===== config.mk =====
export PLATFORM = sky130hd
export DESIGN_NAME = motor_cmd_seq
export DESIGN_NICKNAME = d
export VERILOG_FILES = /design/src/rtl/motor_cmd_pkg.sv /design/src/rtl/cycle_timer.sv /design/src/rtl/motor_cmd_seq.sv
export SDC_FILE = /design/constraint.sdc
export NUM_CORES = 1
export LEC_CHECK = 0
export BUFFER_PORTS_ARGS = -buffer_cell sky130_fd_sc_hd__buf_2
export CORE_MARGIN = 3
export CORE_UTILIZATION = 60
export DETAILED_ROUTE_END_ITERATION = 12
export PLACE_DENSITY_LB_ADDON = 0.08
export SLEW_MARGIN = 20
export SYNTH_ARGS = -nofsm -noshare
export SYNTH_HDL_FRONTEND = slang
export SYNTH_HIERARCHICAL = 1
export SYNTH_SLANG_ARGS = --single-unit

===== constraint.sdc =====
create_clock -name clk -period 2.3 [get_ports clk]
set_input_delay 0.46 -clock clk [delete_from_list [all_inputs] [get_ports clk]]
set_output_delay 0.46 -clock clk [all_outputs]
set_load 0.01 [all_outputs]

===== src/rtl/motor_cmd_pkg.sv =====
// Shared types for the motor command sequencer: drive directions, the uart_comm
// message word, the sequencer state and the direction-to-message encoder.
package motor_cmd_pkg;

    typedef enum logic [2:0] {
        STOP    = 3'd0,
        FWD     = 3'd1,
        RIGHT   = 3'd2,
        LEFT    = 3'd3,
        REV     = 3'd4,
        SPIN_L  = 3'd5,
        SPIN_R  = 3'd6,
        INVALID = 3'd7
    } dir_e;

    typedef struct packed {
        logic [2:0] sw_code;
        logic       neg_l;
        logic       neg_r;
    } uart_cmd_t;

    typedef enum logic [1:0] {
        IDLE = 2'd0,
        SEND = 2'd1,
        GAP  = 2'd2
    } state_e;

    // Reverse and spin reuse the forward speed code with wheel negation flags.
    function automatic uart_cmd_t encode(input dir_e dir);
        uart_cmd_t c;
        c.sw_code = 3'b000;
        c.neg_l   = 1'b0;
        c.neg_r   = 1'b0;
        case (dir)
            FWD:    c.sw_code = 3'b001;
            RIGHT:  c.sw_code = 3'b010;
            LEFT:   c.sw_code = 3'b100;
            REV: begin
                c.sw_code = 3'b001;
                c.neg_l   = 1'b1;
                c.neg_r   = 1'b1;
            end
            SPIN_L: begin
                c.sw_code = 3'b001;
                c.neg_l   = 1'b1;
            end
            SPIN_R: begin
                c.sw_code = 3'b001;
                c.neg_r   = 1'b1;
            end
            default: ;
        endcase
        return c;
    endfunction

endpackage


===== src/rtl/cycle_timer.sv =====
// Loadable saturating down-counter; done is high whenever the count is zero.
module cycle_timer #(
    parameter int W = 8
) (
    input  logic         clk,
    input  logic         rst,
    input  logic         load,
    input  logic [W-1:0] load_val,
    input  logic         en,
    output logic         done
);

    logic [W-1:0] count_q;

    always_ff @(posedge clk or negedge rst) begin
        if (!rst) begin
            count_q <= '0;
        end else if (load) begin
            count_q <= load_val;
        end else if (en && (count_q != '0)) begin
            count_q <= count_q - 1'b1;
        end
    end

    assign done = (count_q == '0);

endmodule


===== src/rtl/motor_cmd_seq.sv =====
// Command sequencer feeding uart_comm: captures drive commands, holds each message
// across the handshake, spaces messages by a gap and re-sends on a heartbeat.
module motor_cmd_seq
    import motor_cmd_pkg::*;
#(
    parameter int HEARTBEAT_CYCLES = 10_000_000,
    parameter int GAP_CYCLES       = 50_000,
    parameter int CNT_W            = 8
) (
    input  logic             clk,
    input  logic             rst,
    input  logic [2:0]       cmd_dir,
    input  logic             cmd_stb,
    input  logic             estop,
    input  logic             ready,
    output logic [2:0]       sw_code,
    output logic             neg_l,
    output logic             neg_r,
    output logic             valid,
    output logic             cmd_err,
    output logic [CNT_W-1:0] sent_count,
    output state_e           state_dbg
);

    localparam int HB_W  = $clog2(HEARTBEAT_CYCLES + 1);
    localparam int GAP_W = $clog2(GAP_CYCLES + 1);

    state_e           state_q, state_d;
    dir_e             cur_cmd_q;
    uart_cmd_t        snap_q;
    logic             pending_q;
    logic             cmd_err_q;
    logic [CNT_W-1:0] sent_count_q;
    logic             stb_ok, xfer, enter_send, gap_done, hb_done;

    // Handshake: valid is high for the whole SEND state with a frozen message;
    // a transfer is any rising edge where valid && ready, and valid drops after it.
    assign stb_ok = cmd_stb && !estop && (cmd_dir != 3'd7);
    assign xfer   = (state_q == SEND) && ready;

    always_comb begin
        state_d    = state_q;
        enter_send = 1'b0;
        case (state_q)
            IDLE: begin
                if (pending_q) begin
                    state_d    = SEND;
                    enter_send = 1'b1;
                end
            end
            SEND: begin
                if (ready) state_d = GAP;
            end
            GAP: begin
                if (gap_done) state_d = IDLE;
            end
            default: state_d = IDLE;
        endcase
    end

    always_ff @(posedge clk or negedge rst) begin
        if (!rst) state_q <= IDLE;
        else      state_q <= state_d;
    end

    // The snapshot consumes the pending request; a capture on the same edge re-arms it.
    always_ff @(posedge clk or negedge rst) begin
        if (!rst) begin
            cur_cmd_q    <= STOP;
            pending_q    <= 1'b1;
            snap_q       <= '0;
            cmd_err_q    <= 1'b0;
            sent_count_q <= '0;
        end else begin
            if (estop)       cur_cmd_q <= STOP;
            else if (stb_ok) cur_cmd_q <= dir_e'(cmd_dir);

            if (estop || stb_ok)                   pending_q <= 1'b1;
            else if (enter_send)                   pending_q <= 1'b0;
            else if ((state_q == IDLE) && hb_done) pending_q <= 1'b1;

            if (enter_send) snap_q <= encode(cur_cmd_q);

            cmd_err_q <= cmd_stb && !estop && (cmd_dir == 3'd7);

            if (xfer) sent_count_q <= sent_count_q + 1'b1;
        end
    end

    // Gap timer holds GAP for exactly GAP_CYCLES cycles after a transfer.
    cycle_timer #(.W(GAP_W)) u_gap_timer (
        .clk      (clk),
        .rst      (rst),
        .load     (xfer),
        .load_val (GAP_W'(GAP_CYCLES - 1)),
        .en       (state_q == GAP),
        .done     (gap_done)
    );

    // Heartbeat only runs while idle with nothing queued, and saturates at zero.
    cycle_timer #(.W(HB_W)) u_hb_timer (
        .clk      (clk),
        .rst      (rst),
        .load     (xfer),
        .load_val (HB_W'(HEARTBEAT_CYCLES)),
        .en       ((state_q == IDLE) && !pending_q),
        .done     (hb_done)
    );

    assign valid      = (state_q == SEND);
    assign sw_code    = snap_q.sw_code;
    assign neg_l      = snap_q.neg_l;
    assign neg_r      = snap_q.neg_r;
    assign cmd_err    = cmd_err_q;
    assign sent_count = sent_count_q;
    assign state_dbg  = state_q;

endmodule


**Yosys cells after proc, flatten, opt, wreduce, memory -nomap -nowiden**

Index checks and enable logic that the tools add are counted.

- Flip-flop bits (word level): 60
- Bits of input ports: 8
- Output and inout bits: 17
- Word-level logic and storage cells: 68

- Add/subtract/negate cells: 3
- Equal/unequal tests: 13
- Mux-type cells: 18
- Reduce and logical (&&, ||, !) cells: 24

Operator list:

| operator | number |
|---|---|
| 2-to-1 mux 24 bit | 2 |
| 2-to-1 mux 16 bit | 2 |
| zero test 24 bit | 1 |
| nonzero test 24 bit | 1 |
| subtractor 24 x 1 -> 24 bit (second input constant) | 1 |
| zero test 16 bit | 1 |
| nonzero test 16 bit | 1 |
| subtractor 16 x 1 -> 16 bit (second input constant) | 1 |
| equality test 3 bit (second input constant) | 4 |
| one-hot mux 3 bit (3 select lines) | 1 |
| adder 8 x 1 -> 8 bit (second input constant) | 1 |
| logical AND 1 bit | 8 |
| 2-to-1 mux 1 bit | 7 |
| equality test 3 x 2 -> 1 bit (second input constant) | 2 |
| 2-to-1 mux 2 bit | 3 |
| 2-to-1 mux 3 bit | 2 |
| inequality test 2 bit (second input constant) | 3 |
| one-hot mux 2 bit (3 select lines) | 1 |
| nonzero test 2 bit | 3 |
| OR reduction 2 bit | 2 |
| OR reduction 4 bit | 1 |
| equality test 3 x 1 -> 1 bit (second input constant) | 1 |
| inequality test 3 bit (second input constant) | 1 |
| AND reduction 3 bit | 1 |
| 6 further kinds | 7 |

**Depth between registers and ports, before layout**

Gate-level depths: netlist of the first run.

- Word-level depth: 5
- Depth in mapped cells: 8
- Depth with buffers taken out: 7

**Hierarchy**

Netlist of the first run, hierarchy kept.

Modules (own cells, without submodules):

| module | times used | cells each | area each (µm²) | seq. area each (µm²) |
|---|---|---|---|---|
| cycle_timer (u_hb_timer) | 1 | 168 | 1492.7 | 600.6 |
| cycle_timer (u_gap_timer) | 1 | 124 | 1063.5 | 400.4 |
| motor_cmd_seq | 1 | 80 | 929.6 | 501.7 |

**Worst setup path before layout of the first run**

OpenSTA, ideal clock, no wires.

- Path type: register to register
- Start: register state_q[0], in the netlist state_dbg[0]
- End: register u_hb_timer.count_q[20]
- Library setup time: 0.127 ns
- Data arrival time: 2.005 ns
- Data required time: 2.173 ns
- Setup slack: 0.168 ns
- Stages on the path, launching flop included: 7
- Buffers on the path: 0
- Clock period less this slack: 2.132 ns
- Cell sequence: dfrtp_1 nor3_1 and4bb_2 nand3_1 nor4_1 xnor2_1 o21ai_0

- Cells in the longest elaborated chain, start to end: 4
- Elaborated cells on any way between the ends: 7
- Classes of those cells: 1 x eq/ne; 1 x mux; 5 x reduce/logical

RTL lines:

| item | line | text |
|---|---|---|
| from (decl) | motor_cmd_seq.sv:28 | `state_e state_q, state_d;` |
| from (signal assigned) | motor_cmd_seq.sv:63 | `else state_q <= state_d;` |
| zero test 2 bit | motor_cmd_seq.sv:106 | `.en ((state_q == IDLE) && !pending_q),` |
| logical AND 1 bit | motor_cmd_seq.sv:106 |  |
| logical AND 1 bit | cycle_timer.sv:20 | `end else if (en && (count_q != '0)) begin` |
| nonzero test 2 bit (no source line) | - |  |
| to (signal assigned) | cycle_timer.sv:19 | `count_q <= load_val;` |
| to (signal assigned) | cycle_timer.sv:21 | `count_q <= count_q - 1'b1;` |
| to (decl) | cycle_timer.sv:13 | `logic [W-1:0] count_q;` |

Several ways; a longest one is shown, not always the timed one.
A chain may end at the register's enable or synchronous reset.

**Worst setup path after layout of the first run**

- Start: register u_hb_timer.count_q[10]
- End: register u_hb_timer.count_q[7]

- Cells in the longest elaborated chain, start to end: 3

RTL lines:

| item | line |
|---|---|
| nonzero test 24 bit | cycle_timer.sv:20 |
| logical AND 1 bit | cycle_timer.sv:20 |
| nonzero test 2 bit (no source line) | - |

No other way between the ends.

==> Implementation_results.wiki, run 1 <==
{| class="wikitable"
! Metric !! Value
|-
| H-tree depth reported by CTS || 3
|-
| Count of final hold-check violations || 0
|-
| Critical path data required time || 2.52 ns
|-
| Vias post-DR || 2895
|-
| Area of the multi-input gates || 2004 sq um
|-
| Min Hold Slack || 0.09482 ns
|-
| Total of endpoints with negative setup slack in the final report || 0
|-
| Total grt overflow || 0
|-
| Highest net fanout along the worst path || 9
|-
| Effective utilization at floorplan || 62.54%
|-
| Crit path capture type || register
|-
| End of the worst register-to-register path || u_hb_timer/count_q[7]
|-
| Total inserted antenna cells || 0
|-
| Worst IR Drop VDD || 0.6442 mV
|-
| Clock tree skew after final layout || 0.007894 ns
|-
| Clock-pin slew on the worst setup and hold paths || 0.07 ns
|-
| Clk sinks || 60
|-
| Maximum clock frequency || 0.4756 GHz
|-
| Slew @ Worst Pin || 0.5677 ns
|-
| Type of the setup path with the least slack || reg -> reg
|-
| Async set-reset flop share out of synthesis || 100.0%
|-
| Buffer depth of the longest clock path || 2
|-
| Non-filler instance count after layout || 527
|-
| Setup total negative slack || 0 ns
|-
| Wirelength per Cell || 13.81 um
|-
| FP Rows || 27
|-
| Number of cells on the worst reg-to-reg path || 6
|-
| Placer congestion estimate || 0.8648
|-
| Initial DRC Count || 189
|-
| Dominant synthesized flop cell || dfrtp_1
|-
| Synthesized cell area || 3486 sq um
|-
| Classification of the worst-slack hold path || in -> async
|-
| Slew margin rel. || 61.81%
|-
| Number of nets with antenna violations after routing || 0
|-
| Layout cell share with drive strength beyond 1 || 18.24%
|-
| Cell total after placement || 510
|-
| Count of input and output buffers || 24
|-
| Clock buffer count from CTS || 9
|-
| Detailed placer's ending HPWL || 5080 um
|-
| Count of different cell masters after synthesis || 62
|-
| Synth Register Bits || 60
|-
| EDFF count, synth || 0
|-
| Post-synthesis sequential area ratio || 43.11%
|-
| Antenna violations before repair || 0
|-
| Total power divided by cell area || 1137 nW/um^2
|-
| Final critical-path share of the clock period || 91.42%
|-
| Category of the worst setup path launch point || register
|-
| Height of the die || 82.22 um
|-
| Clock period minus worst slack || 2.103 ns
|-
| Area growth syn-to-layout || 17.62%
|-
| First-pass GRT wire length || 12700 um
|-
| DRT Wirelength || 7280 um
|-
| Vias in the first global route || 2764
|-
| Die area || 6760 sq um
|-
| Pin count of the biggest net entering global routing || 43
|-
| Net count of the finished layout || 462
|-
| Vias per cell || 5.493
|-
| Number of maximum-capacitance constraint violations || 0
|-
| Library cell with the largest summed area after synthesis || dfrtp_1
|-
| Tot GR Track Use || 24.59%
|-
| CTS tree || yes
|-
| Placeable core region || 5574 sq um
|-
| R2r setup slk || 0.20 ns
|-
| Die Span X || 82.22 um
|-
| Root cell of the clock tree || clkbuf_8
|-
| Worst-Skew Late Latency || 0.34 ns
|-
| Fillcell total || 397
|-
| DRC || 0
|-
| Static leakage || 1.761 nW
|-
| Ranking of synthesized cells by area || dfrtp_1 (42%), nand2_1 (5.1%), xnor2_1 (3.5%)
|-
| Number of pins with negative max-slew slack in the final report || 0
|-
| Launch instance of the worst register-to-register path || u_hb_timer/count_q[10]
|-
| I/O pin total || 25
|-
| Leading cell types in the layout, fill and taps excluded || dfrtp_1 (59), nand2_1 (47), conb_1 (40)
|-
| Setup repair after global routing missed its margin || false
|-
| Number of instances in the synthesized netlist || 372
|-
| Register cell area after layout || 1503 sq um
|-
| Hold Buf Count CTS || 0
|-
| Average footprint of a synthesized cell || 9.371 sq um
|-
| CP Data Arrival Time || 2.32 ns
|-
| Commonest non-fill, non-tap cell in the layout || dfrtp_1
|-
| Warnings, synthesis || 6
|-
| Length of the first detailed-routing pass in iterations || 4
|-
| Status || finished, final reports clean
|-
| Share of the synthesized area in the top cell type || 42.35%
|}
## worst max-delay path, cell delays in order (launching register included)
cell and delay (ns):
dfrtp_1 0.42, nor4_1 0.50, nand2_1 0.29, buf_4 0.24, o211ai_1 0.23, xor2_1 0.20, o21ai_0 0.09
## how the worst max path moves through the flow
stage / depth (start not counted) / from / to
after floorplan: 6 / state_dbg[0] / u_hb_timer/count_q[20]
final: 6 / u_hb_timer/count_q[10] / u_hb_timer/count_q[7]
after global placement: 6 / u_gap_timer/count_q[0] / u_gap_timer/count_q[1]
after global routing: 6 / u_hb_timer/count_q[10] / u_hb_timer/count_q[7]
after detailed placement: 6 / u_gap_timer/count_q[0] / u_gap_timer/count_q[1]
after CTS: 6 / u_gap_timer/count_q[0] / u_gap_timer/count_q[1]
## final cells by class
cell class	instances	share of cell area, %
Clock buffer	12	3.784
Clock inverter	4	0.5798
Inverter	13	1.190
Multi-Input combinational cell	323	48.89
Sequential cell	60	36.65
Tap cell	72	2.197
Timing Repair Buffer	43	6.713
## cells in the mapped netlist, drive strengths merged, types with 7 or more instances
cell type,number
clkbuf,7
inv,13
a21oi,11
xor2,14
buf,7
nor3,15
nand2,48
xnor2,14
or4,9
dfrtp,59
nor2b,7
nor4,16
o21ai,38
nor2,25
nand4,8
## power by group
| group | switching (W) | internal, W | total (W) |
|---|---|---|---|
| Combinational | 0.000948 | 0.000838 | 0.00179 |
| Sequential | 0.000510 | 0.00151 | 0.00202 |
| Clock | 0.000416 | 0.000446 | 0.000862 |
| Total | 0.00187 | 0.00279 | 0.00466 |
## logic make-up (layout without fill, tap and decap cells)
family | count (synthesis) | in the layout | share of synthesized area (%)
compound gates | 76 | 76 | 14.25
xor+xnor | 28 | 28 | 7.035
fa+ha+maj | 4 | 4 | 1.436
buf+inv | 27 | 72 | 3.590
flops | 60 | 60 | 43.11
mux | 7 | 7 | 2.189
other cells | 2 | 40 | 0.2154
simple gates | 168 | 168 | 28.18
## what timing repair did
item,4_1_cts,5_1_grt
buffers inserted,0,1
setup endpoints to repair,0,1
gates resized for setup,0,1
## sequential cells by signal (all words and copies together), names as in the netlist
name,flops
cmd_err,1
cur_cmd_q,3
neg_l,1
neg_r,1
pending_q,1
sent_count,8
state_dbg,2
sw_code,3
u_gap_timer/count_q,16
u_hb_timer/count_q,24
## metrics by stage
stage	setup WS, ns	area (sq um)	total power (W)	utilization (%)
final	0.1973	4100	0.004664	73.56
after global routing	0.01332	4100	0.005071	73.56
after CTS	0.1179	4089	0.004677	73.36
after global placement	0.1753	3910	0.003692	70.15
after floorplan	0.1676	3628	0.003208	-
after detailed placement	0.1415	3910	0.003783	70.15
## metal layers
| metal | GRT usage (%) | wire length [um] | vias up |
|---|---|---|---|
| li1 | - | - | 1470 |
| met1 | 30.45 | 3232 | 1345 |
| met2 | 40.87 | 3652 | 70 |
| met3 | 7.050 | 314 | 10 |
| met4 | 8.804 | 80 | 0 |
| met5 | 0 | 0 | - |
Power figures use the tool's default switching activity.
==> run 2, diff against run 1 <==
- SETUP_SLACK_MARGIN: unset -> 0.2
==> run 2 against run 1 <==
Hold slack lost 0.0095 ns. Non-clock buffer count grew 1. Combinational power grew 8%. Fmax grew 2.2%. Routed wire length grew 2.9%. Via count grew 1.3%. Sequential cell count is the same. Register-to-register slack gained 0.05 ns. Global-route usage shrank 0.60 points. Critical path type unchanged. Cell area grew 1.8%. Sequential power is essentially flat. Die area is the same.
==> Implementation_results.wiki, run 2 (same netlist as run 1, synthesis figures left out) <==
{| class="wikitable"
! Metric !! Value
|-
| Status || finished, final reports clean (unchanged)
|-
| Slew @ Worst Pin || 0.5152 ns (was 0.5677 ns)
|-
| Cell total after placement || 510 (unchanged)
|-
| Fraction of power consumed by the clock network || 18.5% (about the same)
|-
| Max incr delay on CP || 0.48 ns (was 0.50 ns)
|-
| Worst-Skew Late Latency || 0.34 ns (about the same)
|-
| Detailed placer's ending HPWL || 5333 um (was 5080 um)
|-
| Clock-pin slew on the worst setup and hold paths || 0.07 ns (about the same)
|-
| Most flops, register || u_hb_timer/count_q (unchanged)
|-
| Category of the worst setup path launch point || register (unchanged)
|-
| CP Data Arrival Time || 2.32 ns (about the same)
|-
| Setup repair after global routing missed its margin || true (was false)
|-
| Die area || 6760 sq um (unchanged)
|-
| Vias in the first global route || 2749 (was 2764)
|-
| Proportion of power drawn by flip-flops and latches || 41.6% (was 43.2%)
|-
| Height of the die || 82.22 um (unchanged)
|-
| Setup total negative slack || 0 ns (unchanged)
|-
| Placeable core region || 5574 sq um (unchanged)
|-
| Switching part of the total power || 39.87% (was 40.17%)
|-
| Number of pins with negative max-slew slack in the final report || 0 (unchanged)
|-
| Slew margin rel. || 65.37% (was 61.81%)
|-
| Area growth syn-to-layout || 19.78% (was 17.62%)
|-
| Antenna violations before repair || 0 (unchanged)
|-
| Largest register FFs || 24 (unchanged)
|-
| Classification of the worst-slack hold path || in -> async (unchanged)
|-
| Root cell of the clock tree || clkbuf_8 (unchanged)
|-
| Count of final hold-check violations || 0 (unchanged)
|-
| Power share of the combinational group || 39.9% (was 38.3%)
|-
| Register cell area after layout || 1503 sq um (unchanged)
|-
| Initial DRC Count || 170 (was 189)
|-
| Critical path data required time || 2.57 ns (was 2.52 ns)
|-
| Area of the multi-input gates || 2072 sq um (was 2004 sq um)
|-
| H-tree depth reported by CTS || 3 (unchanged)
|-
| CTS tree || yes (unchanged)
|-
| Net Switching || 0.001932 W (was 0.001873 W)
|-
| Total inserted antenna cells || 0 (unchanged)
|-
| Static leakage || 1.775 nW (was 1.761 nW)
|-
| Clk sinks || 60 (unchanged)
|-
| Effective utilization at floorplan || 62.54% (unchanged)
|-
| Final critical-path share of the clock period || 89.45% (was 91.42%)
|-
| Crit path capture type || register (unchanged)
|-
| Placed Area || 3915 sq um (was 3910 sq um)
|-
| Vias per cell || 5.553 (was 5.493)
|-
| Vias post-DR || 2932 (was 2895)
|-
| Launch instance of the worst register-to-register path || u_gap_timer/count_q[1] (was u_hb_timer/count_q[10])
|-
| Maximum clock frequency || 0.4861 GHz (was 0.4756 GHz)
|-
| Count of input and output buffers || 24 (unchanged)
|-
| Buffer depth of the longest clock path || 2 (unchanged)
|-
| Pin count of the biggest net entering global routing || 40 (was 43)
|-
| Fillcell total || 403 (was 397)
|-
| Clock tree skew after final layout || 0.009892 ns (was 0.007894 ns)
|-
| DRC || 0 (unchanged)
|-
| Tot GR Track Use || 23.99% (was 24.59%)
|-
| Highest net fanout along the worst path || 3 (was 9)
|-
| Net count of the finished layout || 463 (was 462)
|-
| Number of nets with antenna violations after routing || 0 (unchanged)
|-
| Final instance area || 4175 sq um (was 4100 sq um)
|-
| Layout cell share with drive strength beyond 1 || 20.83% (was 18.24%)
|-
| Total power divided by cell area || 1161 nW/um^2 (was 1137 nW/um^2)
|-
| Total of endpoints with negative setup slack in the final report || 0 (unchanged)
|-
| Wirelength per Cell || 14.18 um (was 13.81 um)
|-
| Leading cell types in the layout, fill and taps excluded || dfrtp_1 (59), nand2_1 (46), conb_1 (40) (was dfrtp_1 (59), nand2_1 (47), conb_1 (40))
|-
| Cell Int Power || 0.002914 W (was 0.002790 W)
|-
| Non-filler instance count after layout || 528 (was 527)
|-
| Clock period minus worst slack || 2.057 ns (was 2.103 ns)
|-
| Number of maximum-capacitance constraint violations || 0 (unchanged)
|-
| Min Hold Slack || 0.08532 ns (was 0.09482 ns)
|-
| Crit path max-delay family || compound AO/OA/AOI/OAI gates (was simple AND/OR/NAND/NOR gates)
|-
| Commonest non-fill, non-tap cell in the layout || dfrtp_1 (unchanged)
|-
| Length of the first detailed-routing pass in iterations || 5 (was 4)
|-
| DRT Wirelength || 7488 um (was 7280 um)
|-
| Worst IR Drop VDD || 0.6057 mV (was 0.6442 mV)
|-
| Total grt overflow || 0 (unchanged)
|-
| Critical Path, Cell by Cell || inv_2, ha_4, or4b_4, o41ai_4, mux2_4, a21oi_2 (was nor4_1, nand2_1, buf_4, o211ai_1, xor2_1, o21ai_0)
|-
| FP Rows || 27 (unchanged)
|-
| First-pass GRT wire length || 12390 um (was 12700 um)
|-
| Worst path bufs/invs || 1 (unchanged)
|-
| Type of the setup path with the least slack || reg -> reg (unchanged)
|-
| Launching element of the worst setup path || u_gap_timer/count_q[1] (was u_hb_timer/count_q[10])
|-
| I/O pin total || 25 (unchanged)
|-
| Clock buffer count from CTS || 9 (unchanged)
|-
| Slowest CP cell || or4b_4 (was nor4_1)
|-
| Placer congestion estimate || 0.8618 (was 0.8648)
|-
| Die Span X || 82.22 um (unchanged)
|}
run 2: cell types whose count changed in the layout (fill, tap and decap cells not counted), sizes merged:
cell    delta
buf        +1
bufinv     +1
clkbuf     +1
clkinv     -2
run 2: power groups by stage:
| stage | Combinational, W | Sequential, W | Clock, W |
|---|---|---|---|
| after global placement | 0.00175 | 0.00198 | 0 |
| after global routing | 0.00216 | 0.00209 | 0.000971 |
| final | 0.00193 | 0.00202 | 0.000897 |
| after CTS | 0.00183 | 0.00199 | 0.000921 |
| after detailed placement | 0.00182 | 0.00200 | 0 |
| after floorplan | 0.00124 | 0.00197 | 0 |
run 2: final timing paths:
| kind | end | slack [ns] | depth (start not counted) |
|---|---|---|---|
| worst max-delay path | u_gap_timer/count_q[1] | 0.24 | 6 |
| worst min-delay path | neg_l | 0.09 | 1 |
| worst max register to register | u_gap_timer/count_q[1] | 0.24 | 6 |
| worst min register to register | neg_l | 0.47 | 2 |
| max in group asynchronous | pending_q | 1.58 | 2 |
| min in group clk | cmd_err | 0.37 | 2 |
run 2: cell type report:
cell class / instances / share of cell area, %
inverter: 13 / 1.169
timing repair buffer: 44 / 6.773
sequential: 60 / 35.99
multi-input combinational: 323 / 49.63
tap: 72 / 2.158
clock inverter: 3 / 0.9589
clock buffer: 13 / 3.326
run 2: layer usage:
| layer | GRT usage, % | routed length (um) | up-vias |
|---|---|---|---|
| met2 | 41.59 | 3862 | 59 |
| met5 | 0 | 0 | - |
| met1 | 28.31 | 3237 | 1385 |
| met3 | 6.399 | 307 | 13 |
| li1 | - | - | 1475 |
| met4 | 8.970 | 80 | 0 |
run 2: what timing repair did:
action                     in CTS  in global routing
hold buffers                    0                  0
setup buffers                   0                  2
resized for setup               2                 15
pin swaps                       0                  3
setup endpoints to repair       1                 22
run 2: worst register-to-register path, delay by kind of cell (launching register included):
family / cells / cell delay (ns)
adders and majority gates: 1 / 0.14
DFF: 1 / 0.41
buffers and inverters: 1 / 0.10
muxes: 1 / 0.35
AOI/OAI and AO/OA: 2 / 0.51
and+or+nand+nor: 1 / 0.48
run 2: metrics by stage:
stage / setup WS (ns) / util [%] / power, W
5_1_grt: 0.1504 / 74.90 / 0.005224
6_report: 0.2427 / 74.90 / 0.004846
4_1_cts: 0.2294 / 73.58 / 0.004742
3_3_place_gp: 0.1745 / 70.24 / 0.003725
2_1_floorplan: 0.2114 / - / 0.003213
3_5_place_dp: 0.09532 / 70.24 / 0.003814
==> run 3, diff against run 2 <==
--- a/config.mk
+++ b/config.mk
@@ -7,3 +7,3 @@
 export LEC_CHECK = 0
-export BUFFER_PORTS_ARGS = -buffer_cell sky130_fd_sc_hd__buf_2
+export BUFFER_PORTS_ARGS = -buffer_cell sky130_fd_sc_hd__buf_4
 export CORE_MARGIN = 3
--- a/constraint.sdc
+++ b/constraint.sdc
@@ -3,2 +3,2 @@
 set_output_delay 0.46 -clock clk [all_outputs]
-set_load 0.01 [all_outputs]
+set_load 0.02 [all_outputs]
==> run 3 against run 2 <==
Highest routed layer unchanged. Register-to-register slack about the same. Cell area grew 2.8%. Largest power group unchanged. Critical path depth unchanged. Clock skew increased by 0.0040 ns. Core utilization grew 2.1 points. Critical endpoint unchanged. Hold slack improved by 0.091 ns. Via count up 1.7%. Sequential power is 3% higher. Worst setup slack improved by 0.012 ns. Fmax is 0.58% higher.
==> Implementation_results.wiki, run 3 (same netlist as run 1, synthesis figures left out) <==
{| class="wikitable"
! Metric !! Value
|-
| Largest register FFs || 24 (unchanged)
|-
| Number of maximum-capacitance constraint violations || 0 (unchanged)
|-
| Cell total after placement || 507 (was 510)
|-
| I/O pin total || 25 (unchanged)
|-
| Clock buffer count from CTS || 9 (unchanged)
|-
| Total power divided by cell area || 1190 nW/um^2 (was 1161 nW/um^2)
|-
| DRC || 0 (unchanged)
|-
| Slew margin rel. || 49.56% (was 65.37%)
|-
| Vias per cell || 5.628 (was 5.553)
|-
| Clk sinks || 60 (unchanged)
|-
| Placeable core region || 5574 sq um (unchanged)
|-
| Highest net fanout along the worst path || 4 (was 3)
|-
| Area growth syn-to-layout || 23.08% (was 19.78%)
|-
| Number of pins with negative max-slew slack in the final report || 0 (unchanged)
|-
| Layout cell share with drive strength beyond 1 || 22.93% (was 20.83%)
|-
| Clock tree skew after final layout || 0.01385 ns (was 0.009892 ns)
|-
| Length of the first detailed-routing pass in iterations || 5 (unchanged)
|-
| Die Span X || 82.22 um (unchanged)
|-
| Total grt overflow || 0 (unchanged)
|-
| Tot GR Track Use || 24.80% (was 23.99%)
|-
| Vias post-DR || 2983 (was 2932)
|-
| Total of endpoints with negative setup slack in the final report || 0 (unchanged)
|-
| Count of final hold-check violations || 0 (unchanged)
|-
| Classification of the worst-slack hold path || in -> async (unchanged)
|-
| Final critical-path share of the clock period || 88.93% (was 89.45%)
|-
| Worst IR Drop VDD || 0.6548 mV (was 0.6057 mV)
|-
| Fillcell total || 408 (was 403)
|-
| Effective utilization at floorplan || 62.54% (unchanged)
|-
| Commonest non-fill, non-tap cell in the layout || dfrtp_1 (unchanged)
|-
| DRT Wirelength || 7750 um (was 7488 um)
|-
| CP Data Arrival Time || 2.31 ns (was 2.32 ns)
|-
| Status || finished, final reports clean (unchanged)
|-
| Leading cell types in the layout, fill and taps excluded || dfrtp_1 (56), nand2_1 (46), buf_4 (45) (was dfrtp_1 (59), nand2_1 (46), conb_1 (40))
|-
| Buffer depth of the longest clock path || 2 (unchanged)
|-
| Static leakage || 1.802 nW (was 1.775 nW)
|-
| Most flops, register || u_hb_timer/count_q (unchanged)
|-
| Vias in the first global route || 2839 (was 2749)
|-
| Total inserted antenna cells || 0 (unchanged)
|-
| Clock-pin slew on the worst setup and hold paths || 0.08 ns (was 0.07 ns)
|-
| Antenna violations before repair || 0 (unchanged)
|-
| Crit path capture type || register (unchanged)
|-
| Height of the die || 82.22 um (unchanged)
|-
| H-tree depth reported by CTS || 3 (unchanged)
|-
| Placer congestion estimate || 0.8656 (was 0.8618)
|-
| Initial DRC Count || 229 (was 170)
|-
| Critical path data required time || 2.56 ns (was 2.57 ns)
|-
| Clock period minus worst slack || 2.045 ns (was 2.057 ns)
|-
| Register cell area after layout || 1506 sq um (was 1503 sq um)
|-
| Root cell of the clock tree || clkbuf_8 (unchanged)
|-
| CTS tree || yes (unchanged)
|-
| Area of the multi-input gates || 2086 sq um (was 2072 sq um)
|-
| Maximum clock frequency || 0.4889 GHz (was 0.4861 GHz)
|-
| FP Rows || 27 (unchanged)
|-
| Net count of the finished layout || 465 (was 463)
|-
| Wirelength per Cell || 14.62 um (was 14.18 um)
|-
| Non-filler instance count after layout || 530 (was 528)
|-
| Pin count of the biggest net entering global routing || 61 (was 40)
|-
| Category of the worst setup path launch point || register (unchanged)
|-
| Slew @ Worst Pin || 0.7567 ns (was 0.5152 ns)
|-
| Detailed placer's ending HPWL || 5199 um (was 5333 um)
|-
| Type of the setup path with the least slack || reg -> reg (unchanged)
|-
| First-pass GRT wire length || 13030 um (was 12390 um)
|-
| Die area || 6760 sq um (unchanged)
|-
| Setup repair after global routing missed its margin || true (unchanged)
|-
| Count of input and output buffers || 24 (unchanged)
|-
| Worst-Skew Late Latency || 0.34 ns (about the same)
|-
| Setup total negative slack || 0 ns (unchanged)
|-
| Number of nets with antenna violations after routing || 0 (unchanged)
|}
run 3: changes by cell type in the layout (fill, tap and decap cells not counted), moves of 2 or more:
cell and delta:
buf_4 +26, nor4_4 +2, clkbuf_1 -4, dfrtp_1 -3, clkinvlp_4 +2, dfrtp_2 +3
buf_2 -24
run 3: through the flow:
| step | cell area, sq um | power (W) | hold WS [ns] | worst slack (ns) | util, % |
|---|---|---|---|---|---|
| floorplan | 3636 | 0.003291 | 0.1644 | 0.2175 | - |
| global placement | 3955 | 0.003834 | 0.4594 | 0.1810 | 70.95 |
| detailed placement | 3955 | 0.003948 | 0.4696 | 0.1342 | 70.95 |
| CTS | 4183 | 0.004950 | 0.2140 | 0.2190 | 75.04 |
| global route | 4290 | 0.005468 | 0.2387 | 0.09116 | 76.97 |
| finish | 4290 | 0.005104 | 0.1763 | 0.2546 | 76.97 |
run 3: per-layer routing:
layer | vias up | track usage, % | wire length [um]
li1 | 1482 | - | -
met1 | 1419 | 31.71 | 3422
met2 | 75 | 40.71 | 3889
met3 | 7 | 4.447 | 359
met4 | 0 | 11.46 | 79
met5 | - | 0 | 0
run 3: timing repair:
| action | CTS | global route |
|---|---|---|
| buffers inserted | 1 | 6 |
| pin swaps | 1 | 5 |
| resized for setup | 5 | 15 |
| endpoints found under the setup margin | 5 | 27 |
| hold buffers | 0 | 0 |
run 3: path summary, 6_finish.rpt:
| check | start | end | slack [ns] | depth (start not counted) |
|---|---|---|---|---|
| max in group asynchronous | rst | u_gap_timer/count_q[7] | 1.56 | 1 |
| worst min-delay path | rst | neg_r | 0.18 | 1 |
| min in group clk | estop | cmd_err | 0.31 | 2 |
| worst max-delay path | u_gap_timer/count_q[1] | u_gap_timer/count_q[1] | 0.25 | 6 |
| worst max register to register | u_gap_timer/count_q[1] | u_gap_timer/count_q[1] | 0.25 | 6 |
| worst min register to register | sw_code[0] | sw_code[0] | 0.48 | 2 |
run 3: critical path, cell delays in order (launching register included):
cell and delay, ns:
dfrtp_1 0.41, inv_1 0.10, ha_2 0.20, or4b_4 0.50, o41ai_4 0.29, mux2_4 0.33, a21oi_1 0.13
run 3: final cells by class:
cell class	count	area share, %
Sequential cell	60	35.11
Clock inverter	6	1.487
Clock buffer	10	3.208
Tap cell	72	2.100
Timing Repair Buffer	46	8.341
Multi-Input combinational cell	323	48.61
Inverter	13	1.137
run 3: power by group:
group          internal (W)  switching, W  leakage, nW  total, W
sequential          0.00151      0.000578        0.733   0.00209
combinational      0.000982       0.00107        0.971   0.00206
clock              0.000527      0.000431       0.0983  0.000958
